==> config.mk <==
export PLATFORM = sky130hd
export DESIGN_NAME = viterbi_ber_monitor
export DESIGN_NICKNAME = d
export VERILOG_FILES = /design/src/rtl/viterbi_ber_monitor.sv
export SDC_FILE = /design/constraint.sdc
export NUM_CORES = 1
export LEC_CHECK = 0
export CORE_ASPECT_RATIO = 0.6
export CORE_MARGIN = 4
export CORE_UTILIZATION = 35
export DETAILED_ROUTE_END_ITERATION = 6
export GPL_TIMING_DRIVEN = 1
export PLACE_DENSITY = 0.55
export SLEW_MARGIN = 40
export SYNTH_ARGS = -nofsm -noshare
export SYNTH_HDL_FRONTEND = slang
export SYNTH_SLANG_ARGS = --single-unit
==> constraint.sdc <==
create_clock -name clk -period 6.9 [get_ports clk]
set_clock_uncertainty 0.05 [all_clocks]
set_input_delay 0.69 -clock clk [delete_from_list [all_inputs] [get_ports clk]]
set_output_delay 0.69 -clock clk [all_outputs]
set_load 0.05 [all_outputs]
==> src/rtl/viterbi_ber_monitor.sv <==
// BER monitor for the Viterbi path: learns the encoder-to-decoder latency from the
// transmit history, locks onto it, then counts decoded bits and bit errors.
module viterbi_ber_monitor #(
   parameter int MAX_LAT        = 64,
   parameter int LOCK_WINDOW    = 32,
   parameter int LOCK_ERR_MAX   = 2,
   parameter int UNLOCK_ERR_MAX = 8,
   parameter int CNT_W          = 32
) (
   input  logic                         clk,
   input  logic                         rst,
   input  logic                         tx_valid_i,
   input  logic                         tx_bit_i,
   input  logic                         rx_valid_i,
   input  logic                         rx_bit_i,
   input  logic                         clear_i,
   output logic                         locked_o,
   output logic [$clog2(MAX_LAT):0]     latency_o,
   output logic [CNT_W-1:0]             bit_cnt_o,
   output logic [CNT_W-1:0]             err_cnt_o,
   output logic                         err_pulse_o
);

   localparam int LAT_W  = $clog2(MAX_LAT) + 1;
   localparam int WIN_W  = (LOCK_WINDOW > 1) ? $clog2(LOCK_WINDOW) : 1;
   localparam int WERR_W = $clog2(LOCK_WINDOW) + 1;

   typedef enum logic [0:0] {
      ST_SEARCH = 1'b0,
      ST_LOCKED = 1'b1
   } state_t;

   state_t              state_r;
   logic [MAX_LAT-1:0]  hist_r;
   logic [WIN_W-1:0]    win_cnt_r;
   logic [WERR_W-1:0]   win_err_r;

   logic [LAT_W-1:0]    lat_idx_s;
   logic                mismatch_s;
   logic                win_end_s;
   logic [WERR_W-1:0]   win_err_nxt_s;
   logic [LAT_W-1:0]    next_lat_s;

   function automatic logic [CNT_W-1:0] sat_inc(input logic [CNT_W-1:0] value);
      if (&value) begin
         return value;
      end else begin
         return value + CNT_W'(1);
      end
   endfunction

   assign locked_o = (state_r == ST_LOCKED);

   // Compare against pre-shift history and derive window/latency next values
   always_comb begin
      lat_idx_s     = latency_o - LAT_W'(1);
      mismatch_s    = rx_bit_i ^ hist_r[lat_idx_s[LAT_W-2:0]];
      win_end_s     = (win_cnt_r == WIN_W'(LOCK_WINDOW - 1));
      if (win_err_r == WERR_W'(LOCK_WINDOW)) begin
         win_err_nxt_s = win_err_r;
      end else begin
         win_err_nxt_s = win_err_r + WERR_W'(mismatch_s);
      end
      if (latency_o == LAT_W'(MAX_LAT)) begin
         next_lat_s = LAT_W'(1);
      end else begin
         next_lat_s = latency_o + LAT_W'(1);
      end
   end

   // History, search/lock FSM, windows and statistics counters
   always_ff @(posedge clk or posedge rst) begin
      if (rst) begin
         state_r     <= ST_SEARCH;
         hist_r      <= '0;
         win_cnt_r   <= '0;
         win_err_r   <= '0;
         latency_o   <= LAT_W'(1);
         bit_cnt_o   <= '0;
         err_cnt_o   <= '0;
         err_pulse_o <= 1'b0;
      end else begin
         err_pulse_o <= 1'b0;
         if (tx_valid_i) begin
            hist_r <= {hist_r[MAX_LAT-2:0], tx_bit_i};
         end
         if (clear_i) begin
            bit_cnt_o <= '0;
            err_cnt_o <= '0;
         end
         if (rx_valid_i) begin
            case (state_r)
               ST_SEARCH: begin
                  if (win_end_s) begin
                     win_cnt_r <= '0;
                     win_err_r <= '0;
                     if (win_err_nxt_s <= WERR_W'(LOCK_ERR_MAX)) begin
                        state_r <= ST_LOCKED;
                     end else begin
                        latency_o <= next_lat_s;
                     end
                  end else begin
                     win_cnt_r <= win_cnt_r + WIN_W'(1);
                     win_err_r <= win_err_nxt_s;
                  end
               end
               ST_LOCKED: begin
                  err_pulse_o <= mismatch_s;
                  // A simultaneous clear discards this beat from the statistics
                  if (!clear_i) begin
                     bit_cnt_o <= sat_inc(bit_cnt_o);
                     if (mismatch_s) begin
                        err_cnt_o <= sat_inc(err_cnt_o);
                     end
                  end
                  if (win_err_nxt_s > WERR_W'(UNLOCK_ERR_MAX)) begin
                     state_r   <= ST_SEARCH;
                     win_cnt_r <= '0;
                     win_err_r <= '0;
                  end else if (win_end_s) begin
                     win_cnt_r <= '0;
                     win_err_r <= '0;
                  end else begin
                     win_cnt_r <= win_cnt_r + WIN_W'(1);
                     win_err_r <= win_err_nxt_s;
                  end
               end
               default: begin
                  state_r   <= ST_SEARCH;
                  win_cnt_r <= '0;
                  win_err_r <= '0;
               end
            endcase
         end
      end
   end

endmodule

---- Word-level counts from Yosys, hierarchy flattened ----
Cells that the tools add are included.
operators by class
  bitwise gates (word level) .............. 3
  magnitude comparators ................... 3
  add/subtract/negate cells ............... 6
  equal/unequal tests ..................... 5
  mux-type cells .......................... 27
  reductions and logical operators ........ 3
operators by type and width
  operator                                                                         number
  32-bit 2-to-1 mux                                                                11
  32-bit by 1-bit adder with 32-bit output, second input constant                  2
  32-bit AND reduction                                                             2
  6-bit 2-to-1 mux                                                                 3
  6-bit one-hot mux with 2 select lines                                            1
  5-bit 2-to-1 mux                                                                 2
  5-bit one-hot mux with 2 select lines                                            1
  7-bit by 1-bit adder with 7-bit output, second input constant                    1
  7-bit equality test, second input constant                                       1
  6-bit by 7-bit less-than comparator with 1-bit output, second input constant     1
  7-bit 2-to-1 mux                                                                 1
  6-bit by 1-bit adder with 6-bit output                                           1
  1-bit binary-select mux with 6-bit select                                        1
  6-bit equality test, second input constant                                       1
  6-bit by 4-bit greater-than comparator with 1-bit output, second input constant  1
  6-bit by 2-bit <= comparator with 1-bit output, second input constant            1
  1-bit 2-to-1 mux                                                                 6
  6-bit by 1-bit subtractor with 6-bit output, second input constant               1
  5-bit by 1-bit adder with 5-bit output, second input constant                    1
  5-bit equality test, second input constant                                       1
  5-bit != test, second input constant                                             1
  4-bit != test, second input constant                                             1
  4-bit AND reduction                                                              1
  1-bit inverter                                                                   2
  other kinds (2)                                                                  2
word-level totals
  word-level logic and storage cells ...... 55
  register bits after elaboration ......... 148

---- Depth between registers and ports, before layout ----
Gate-level depths: netlist of run 1.
  depth after elaboration ................. 10
  mapped depth ............................ 22

---- Worst setup path before layout of run 1 ----
Ideal clock, no wire load.
  path kind ............................... reg2reg
  start point ............................. reg latency_o[0]
  end point ............................... reg latency_o[5]
  data required time ...................... 6.767 ns
  setup slack ............................. 1.365 ns
  path buffers ............................ 2
  arrival time ............................ 5.402 ns
  cell stages (with the launch flop) ...... 21
  cell sequence ........................... dfstp_2 -> buf_2 -> buf_2 -> inv_1 -> ha_1 -> xor2_4 -> mux2_2 -> mux4_2 -> a21o_1 -> o22ai_4 -> xnor2_1 -> ha_1 -> ha_1 -> and3_1 -> nor3_1 -> a31oi_1 -> a211oi_1 -> nor3_1 -> nand4_1 -> nor2_1 -> xor2_1
between the ends
  word-level cells in the longest chain between the ends .. 9
ends and longest elaborated chain
  what                                            line  text
  start, declared                                 18    output logic [$clog2(MAX_LAT):0] latency_o,
  start signal, assigned                          100   latency_o <= next_lat_s;
  6-bit by 1-bit subtractor with 6-bit output     56    lat_idx_s = latency_o - LAT_W'(1);
  1-bit binary-select mux with 6-bit select       57    mismatch_s = rx_bit_i ^ hist_r[lat_idx_s[LAT_W-2:0]];
  1-bit 2-to-1 mux (not written as such)          57
  1-bit XOR                                       57
  6-bit by 1-bit adder with 6-bit output          62    win_err_nxt_s = win_err_r + WERR_W'(mismatch_s);
  6-bit 2-to-1 mux                                59    if (win_err_r == WERR_W'(LOCK_WINDOW)) begin
  6-bit by 2-bit <= comparator with 1-bit output  97    if (win_err_nxt_s <= WERR_W'(LOCK_ERR_MAX)) begin
  1-bit inverter (no source line)                 --
  4-bit AND reduction (no source line)            --
Parallel ways exist; a longest one is shown, timed or not. The select of a mux whose other input is x is not followed.
A chain may end at the register's enable or synchronous reset.

---- Final worst setup path of run 1 ----
  start point ............................. reg latency_o[0]
  end point ............................... reg win_err_r[2]
between the ends
  word-level cells in the longest chain between the ends .. 9
ends and longest elaborated chain
  what                                                                                          line          text
  6-bit by 1-bit subtractor with 6-bit output (*)                                               56
  1-bit binary-select mux with 6-bit select (*)                                                 57
  1-bit 2-to-1 mux (not written as such) (*)                                                    57
  1-bit XOR (*)                                                                                 57
  6-bit by 1-bit adder with 6-bit output (*)                                                    62
  6-bit 2-to-1 mux (*)                                                                          59
  6-bit by 4-bit greater-than comparator with 1-bit output or 6-bit 2-to-1 mux (tied branches)  116, 94, 120
  6-bit 2-to-1 mux                                                                              116           if (win_err_nxt_s > WERR_W'(UNLOCK_ERR_MAX)) begin
  6-bit one-hot mux with 2 select lines (*)                                                     92            case (state_r)
  end signal, assigned                                                                          104           win_err_r <= win_err_nxt_s;
  end signal, assigned                                                                          125           win_err_r <= win_err_nxt_s;
  end, declared                                                                                 36            logic [WERR_W-1:0] win_err_r;
Every way passes the cells marked *; elsewhere a longest branch is shown, timed or not. The select of a mux whose other input is x is not followed.

==> results of run 1 <==
-- critical path: stages, from the launching register on --
cell,delay [ns]
dfstp_2,0.86
inv_1,0.24
ha_1,0.40
xor2_4,0.61
mux2_2,0.41
mux4_2,0.46
a21o_1,0.22
o22ai_4,0.35
xnor2_1,0.25
ha_1,0.26
ha_1,0.27
and3_1,0.23
nor3_1,0.06
a31oi_1,0.24
o21a_1,0.23
nand2b_1,0.35
nor2b_1,0.16
a21oi_1,0.17
mux2i_1,0.09
-- routing by layer --
layer / global-route usage / vias up
met5: 0 / -
li1: - / 2845
met2: 0.188 / 123
met3: 0.0476 / 15
met1: 0.245 / 2869
met4: 0.0390 / 0
-- flip-flops by register name, indices dropped and copies added, names as in the netlist --
register,count
win_cnt_r,5
latency_o,7
win_err_r,6
locked_o,1
hist_r,64
bit_cnt_o,32
err_pulse_o,1
err_cnt_o,32
-- area by class of cell --
cell class / instances / area (µm²)
Timing Repair Buffer: 84 / 826
Clock buffer: 17 / 425
Tap cell: 308 / 385
Clock inverter: 14 / 91.3
Inverter: 21 / 88.8
Multi-Input combinational cell: 547 / 3960
Fill cell: 2110 / 12600
Sequential cell: 148 / 3700
-- worst max path at each step --
stage / end / slack (ns) / cells past startpoint
floorplan: latency_o[5] / 1.36 / 20
global placement: win_err_r[2] / 1.03 / 18
detailed placement: win_err_r[2] / 0.86 / 18
CTS: win_err_r[2] / 0.83 / 18
global route: win_err_r[2] / 0.40 / 18
finish: win_err_r[2] / 0.87 / 18
-- Yosys cell counts (4+ instances only) --
| master | number |
|---|---|
| mux4_1 | 4 |
| nand3_1 | 42 |
| nor4_1 | 4 |
| or2_2 | 4 |
| nor2_1 | 74 |
| o21ai_0 | 17 |
| a31oi_1 | 12 |
| mux4_2 | 10 |
| inv_1 | 19 |
| ha_1 | 9 |
| xor2_1 | 18 |
| and3_1 | 13 |
| nand2b_1 | 4 |
| or3_1 | 12 |
| and4_1 | 5 |
| mux2_2 | 70 |
| clkbuf_1 | 25 |
| xnor2_1 | 18 |
| dfrtp_1 | 147 |
| nor3_1 | 23 |
| or4_1 | 9 |
| nand2_1 | 60 |
| buf_2 | 6 |
| nand4_1 | 15 |
| a21oi_1 | 33 |
| mux2i_1 | 29 |
| nor2b_1 | 20 |
-- power breakdown --
group	switching (mW)	total (mW)	leakage (nW)	internal, mW
Combinational	0.158	0.319	1.88	0.162
Clock	0.374	0.827	0.250	0.453
Sequential	0.0883	1.06	1.99	0.968
-- per-stage QoR --
stage / std cells / cell area, µm²
after floorplan: 749 / 7890
after global placement: 1108 / 8960
after detailed placement: 1108 / 8960
after CTS: 1139 / 9470
after global routing: 1139 / 9480
final: 1139 / 9480
-- cell families (layout without fill, tap and decap cells) --
group | after synthesis | count (layout) | share of synthesized area
muxes | 117 | 117 | 0.186
DFF | 148 | 148 | 0.469
and+or+nand+nor | 289 | 289 | 0.179
AOI/OAI and AO/OA | 95 | 95 | 0.0791
adders and majority gates | 9 | 9 | 0.0143
buffers and inverters | 54 | 136 | 0.0288
xor gates and xnor gates | 37 | 37 | 0.0434
-- layout by cell type (no fill, tap or decap), drive strengths merged, types with 3 or more instances in the layout --
cell type / Yosys / routed
clkbuf: 25 / 17
clkdlybuf4s50: 0 / 77
nand2: 60 / 60
xnor2: 18 / 18
o21ai: 18 / 18
nor2: 74 / 74
or3: 12 / 12
or2: 4 / 4
nand3: 42 / 42
and3: 13 / 13
nor4: 4 / 4
ha: 9 / 9
mux4: 14 / 14
and4: 5 / 5
nor2b: 20 / 20
dfrtp: 147 / 147
nand2b: 4 / 4
mux2: 71 / 71
or4: 9 / 9
o211ai: 3 / 3
nand4: 15 / 15
inv: 20 / 21
xor2: 19 / 19
a21o: 3 / 3
mux2i: 32 / 32
and2: 3 / 3
a22o: 3 / 3
buf: 8 / 7
o2bb2ai: 3 / 3
a31oi: 12 / 12
clkinvlp: 0 / 4
a21oi: 33 / 33
nor3: 23 / 23
clkinv: 1 / 10
==> results by group, run 1 <==
Outcome
  – Status: finished clean

Yosys
  – Synth warn: 0
  – EDFF count, synth: 0
  – Syn Inst Count: approximately 750
  – Top cells by area, synth: dfrtp_1 (47%), mux2_2 (10%), mux2i_1 (3.7%)
  – Synthesized flop and latch total: 148
  – Netlist cell types: 60
  – Post-synth top area share: 0.466
  – Fraction of registers with async set/reset: 1.00
  – Mapped Nets: 765
  – Mapped Area: between 7000 and 8000 µm²
  – Syn Area/Cell: around 11 µm²
  – Ys flop type: dfrtp_1
  – Area leader, netlist: dfrtp_1
  – Sequential area share after synthesis: 0.469

Global routing
  – Gr usage total: 0.151
  – Largest net degree at the start of global routing: 86
  – First-pass GRT wire length: ~31000 µm
  – Initial antenna violation count: 0
  – Gr ovfl total: 0
  – Vias in the first global route: approximately 5400

Critical path
  – Worst r2r src: latency_o[0]
  – Crit Path Max Fanout: 20
  – Reg-to-reg slack, setup: a little under 0.9 ns
  – RR Endpoint: win_err_r[2]
  – Worst Setup SP: latency_o[0]
  – Startpoint type of the worst setup path: flip-flop
  – Worst R2R Path Depth: 18
  – CP Class: flip-flop to flip-flop
  – CP endpoint kind: flip-flop
  – Crit path DAT: 6.28 ns
  – Critical path required time: slightly above 7 ns

CTS
  – Clk sink count: 148
  – Resized Gates After CTS: 0
  – Cts hold-fix bufs: 0
  – CTS tree: yes
  – Latest clock arrival within the worst-skew pair: roughly 0.43 ns
  – TritonCTS Buffers: 17
  – CTS root buffer: clkbuf_16
  – H-tree levels: 4
  – CTS Buffer Depth: 2
  – Clk slew on worst S/H paths: 0.06 ns
  – Buffer count from post-CTS setup fixing: 0

Hold path
  – Hold_sp: win_cnt_r[3]
  – Worst Hold Path EP: win_cnt_r[3]
  – Hold Path Cell Cnt: 1
  – Hold Crit Class: flip-flop to flip-flop

Placement
  – I/O Buffers: approximately 80
  – Setup WS pre-CTS: approximately 0.86 ns
  – Post-detail-place hpwl: ~12000 µm
  – GP Congestion: slightly below 0.8

Timing
  – Max Slew Vio Count: 0
  – Fmax: roughly 170 MHz
  – Fin. Hold Viols: 0
  – # setup viols final: 0
  – Total negative slack: 0 ns
  – Final period util: 0.874
  – Minimum clock period: between 6 and 7 ns
  – Max_slew headroom: 0.456
  – Hold Slack: 0.432 ns
  – Final setup margin: 0.869 ns
  – RSZ-0062 raised after global routing: no
  – Slew @ Worst Pin: about 0.8 ns

Floorplan
  – I/O pin count: 80
  – Starting density of the core: 0.357
  – Die area: 25100 µm²
  – Die X: slightly above 200 µm
  – # rows: between 40 and 50
  – Die Height: 124 µm
  – Core area: 22100 µm²

Drt
  – Routed via count: a little under 6000
  – DR vias/cell: slightly above 5
  – Wirelength, routed: about 19000 µm
  – DRT met1 WL: between 10000 and 15000 µm
  – Met2 WL: around 7300 µm
  – Wire length on met3: a little under 1000 µm
  – 1st-pass router iterations: 4
  – Number of DRC markers in iteration 0: 405
  – Top routing layer in use: met4
  – Drt drc: 0
  – ANT nets after route: 0
  – Average wire per cell in the routed design: about 16 µm

Job
  – Max Cap Violations: 0

Power
  – Overall power: ~2.2 mW
  – Leakage Power: 4.12 nW
  – Peak VDD IR: about 180 µV
  – PD cells: 232 nW/µm²

Final layout
  – Synth-to-Final Area Change: 20.1%
  – Diodes inserted: 0
  – Layout Nets: 835
  – Final core utilization: 0.429
  – Share of layout cells above drive strength 1: 0.161
(Power assumes the default switching activity.)
==> inputs of run 2 (changes only) <==
--- a/config.mk
+++ b/config.mk
@@ -9,6 +9,7 @@
 export CORE_MARGIN = 4
 export CORE_UTILIZATION = 35
 export DETAILED_ROUTE_END_ITERATION = 6
+export GPL_ROUTABILITY_DRIVEN = 0
 export GPL_TIMING_DRIVEN = 1
 export PLACE_DENSITY = 0.55
 export SLEW_MARGIN = 40
==> results of run 2 <==
The final DEF is identical to that of run 1; final timing and power are the same.
==> inputs of run 3 (changes only) <==
--- a/config.mk
+++ b/config.mk
@@ -5,7 +5,6 @@
 export SDC_FILE = /design/constraint.sdc
 export NUM_CORES = 1
 export LEC_CHECK = 0
-export CORE_ASPECT_RATIO = 0.6
 export CORE_MARGIN = 4
 export CORE_UTILIZATION = 35
 export DETAILED_ROUTE_END_ITERATION = 6
==> run 3 against run 2 <==
Compared with the run above: worst hold slack got worse by 0.0068 ns; sequential share of layout area fell by 0.31 points; flip-flop and latch count did not move.
==> results by group, run 3 (synthesis results as in run 1) <==
Outcome
  – Status: finished clean

Floorplan
  – Die area: roughly 25000 µm²
  – Starting density of the core: 0.358
  – I/O pin count: 80
  – Die X: between 150 and 200 µm
  – Core area: 22000 µm²
  – Die Height: 158 µm
  – # rows: between 50 and 60

Critical path
  – Max stage delay on crit path: roughly 0.86 ns
  – Slowest-stage cell, CP: dfstp_2
  – Critical path required time: around 7.2 ns
  – CP endpoint kind: flip-flop
  – Worst R2R Path Depth: 18
  – Crit path top cell by count: ha_1
  – Crit path DAT: 6.16 ns
  – CP Class: flip-flop to flip-flop
  – RR Endpoint: win_err_r[2]
  – Worst path top cell family by delay: compound AO/OA/AOI/OAI gates
  – Worst r2r src: latency_o[0]
  – Reg-to-reg slack, setup: between 0.9 and 1 ns
  – Worst path buffer plus inverter count: 1
  – Cell Chain, Critical Path: inv_1 > ha_1 > xor2_4 > mux2_2 > mux4_2 > a21o_1 > o22ai_4 > xnor2_1 > ha_1 > ha_1 > and3_1 > nor3_1 > a31oi_1 > o21a_1 > nand2b_1 > nor2b_1 > a21oi_1 > mux2i_1
  – Startpoint type of the worst setup path: flip-flop
  – Crit Path Max Fanout: 20

Job
  – Max Cap Violations: 0

Drt
  – Number of DRC markers in iteration 0: 340
  – Wirelength, routed: ~18000 µm
  – ANT nets after route: 0
  – 1st-pass router iterations: 4
  – DR vias/cell: roughly 5.3
  – Drt drc: 0
  – Routed via count: between 5000 and 6000
  – Average wire per cell in the routed design: between 15 and 20 µm

Placement
  – Post-detail-place hpwl: ~12000 µm
  – I/O Buffers: 79
  – Cell Area, Placed: 8930 µm²
  – Setup WS pre-CTS: approximately 0.98 ns
  – Placed Cells: 1081

Timing
  – Max_slew headroom: 0.461
  – Minimum clock period: between 5 and 6 ns
  – # setup viols final: 0
  – Final setup margin: 0.992 ns
  – Slew @ Worst Pin: 0.808 ns
  – RSZ-0062 raised after global routing: no
  – Total negative slack: 0 ns
  – Fmax: between 150 and 200 MHz
  – Fin. Hold Viols: 0
  – Max Slew Vio Count: 0
  – Final period util: 0.856

Final layout
  – Share of layout cells above drive strength 1: 0.163
  – Design area: about 9600 µm²
  – Most frequent cells in the layout: dfrtp_1 (147), clkdlybuf4s50_1 (77), nor2_1 (74), mux2_2 (70), nand2_1 (60)
  – Max reg flops: 64
  – Largest Register: hist_r
  – Layout Cells excl Fill: ~1100
  – Reg area: 3700 µm²
  – Largest regs: hist_r x64, bit_cnt_o x32, err_cnt_o x32
  – Commonest non-fill, non-tap cell in the layout: dfrtp_1
  – Diodes inserted: 0
  – Layout Nets: 836
  – Filler cells: approximately 2100
  – Synth-to-Final Area Change: 21.1%
  – Multi-input logic area: between 3000 and 4000 µm²

Global routing
  – Initial antenna violation count: 0
  – Gr ovfl total: 0
  – First-pass GRT wire length: 30400 µm
  – Gr usage total: 0.151
  – Vias in the first global route: 5745
  – Largest net degree at the start of global routing: 86

CTS
  – CTS Buffer Depth: 2
  – Latest clock arrival within the worst-skew pair: between 0.4 and 0.5 ns
  – Buffer count from post-CTS setup fixing: 0
  – TritonCTS Buffers: 17
  – Resized Gates After CTS: 0
  – CTS root buffer: clkbuf_16
  – Clk slew on worst S/H paths: 0.06 ns
  – Cts hold-fix bufs: 0
  – H-tree levels: 4
  – CTS tree: yes
  – Clk sink count: about 150

Hold path
  – Hold Path Cell Cnt: 1
  – Hold Crit Class: flip-flop to flip-flop
  – Hold_sp: win_cnt_r[3]
  – Worst Hold Path EP: win_cnt_r[3]

Power
  – Overall power: 2.35 mW
  – PD cells: 246 nW/µm²
  – Leakage Power: 4.18 nW
  – Peak VDD IR: around 130 µV
[run 3: cell types whose count changed in the layout (fill, tap and decap cells not counted), sizes merged]
| cell | delta |
|---|---|
| clkinv | -6 |
| clkbuf | +2 |
| bufinv | +3 |
| buf | +1 |
| clkinvlp | -2 |
| inv | +4 |
[run 3: area by class of cell]
| type | count | area share |
|---|---|---|
| multi-input cells | 547 | 0.414 |
| inverters | 21 | 0.00929 |
| flip-flops and latches | 148 | 0.388 |
| clock inverters | 13 | 0.0175 |
| clock buffers | 19 | 0.0474 |
| repair buffers | 85 | 0.0872 |
| well taps | 280 | 0.0366 |
[run 3: per-layer routing]
layer  vias to the layer above  part of all wire  track usage
met1                      2947              0.48        0.207
met3                        11             0.035       0.0407
met5                         -                 0            0
met2                        83              0.47        0.239
li1                       2855                 -            -
met4                         0             0.010       0.0398
[run 3: per-stage QoR]
step / util / hold slack, ns
after floorplan: - / 0.388
after global placement: 0.405 / 0.416
after detailed placement: 0.405 / 0.414
after CTS: 0.434 / 0.429
after global routing: 0.434 / 0.458
final: 0.434 / 0.426
[run 3: worst register-to-register path, delay by kind of cell, from the launching register on]
family	cells	cell delay (ns)
AOI/OAI and AO/OA	5	1.22
xor gates and xnor gates	2	0.81
adders and majority gates	3	0.90
buffers and inverters	1	0.25
DFF	1	0.86
muxes	3	0.95
and+or+nand+nor	4	0.75
[run 3: worst max-delay path by stage]
stage | startpoint | endpoint | slack (ns) | cells after the start
6_report | latency_o[0] | win_err_r[2] | 0.99 | 18
5_1_grt | latency_o[0] | win_err_r[2] | 0.45 | 18
2_1_floorplan | latency_o[0] | latency_o[5] | 1.36 | 20
3_3_place_gp | latency_o[0] | win_err_r[2] | 1.07 | 18
3_5_place_dp | latency_o[0] | win_err_r[2] | 0.98 | 18
4_1_cts | latency_o[0] | win_err_r[2] | 0.93 | 18
[run 3: power breakdown]
part / switching (mW) / leakage, nW / internal [mW] / total [mW]
combinational: 0.159 / 1.88 / 0.162 / 0.321
clock: 0.390 / 0.301 / 0.593 / 0.984
sequential: 0.0822 / 1.99 / 0.968 / 1.05
total: 0.631 / 4.18 / 1.72 / 2.35
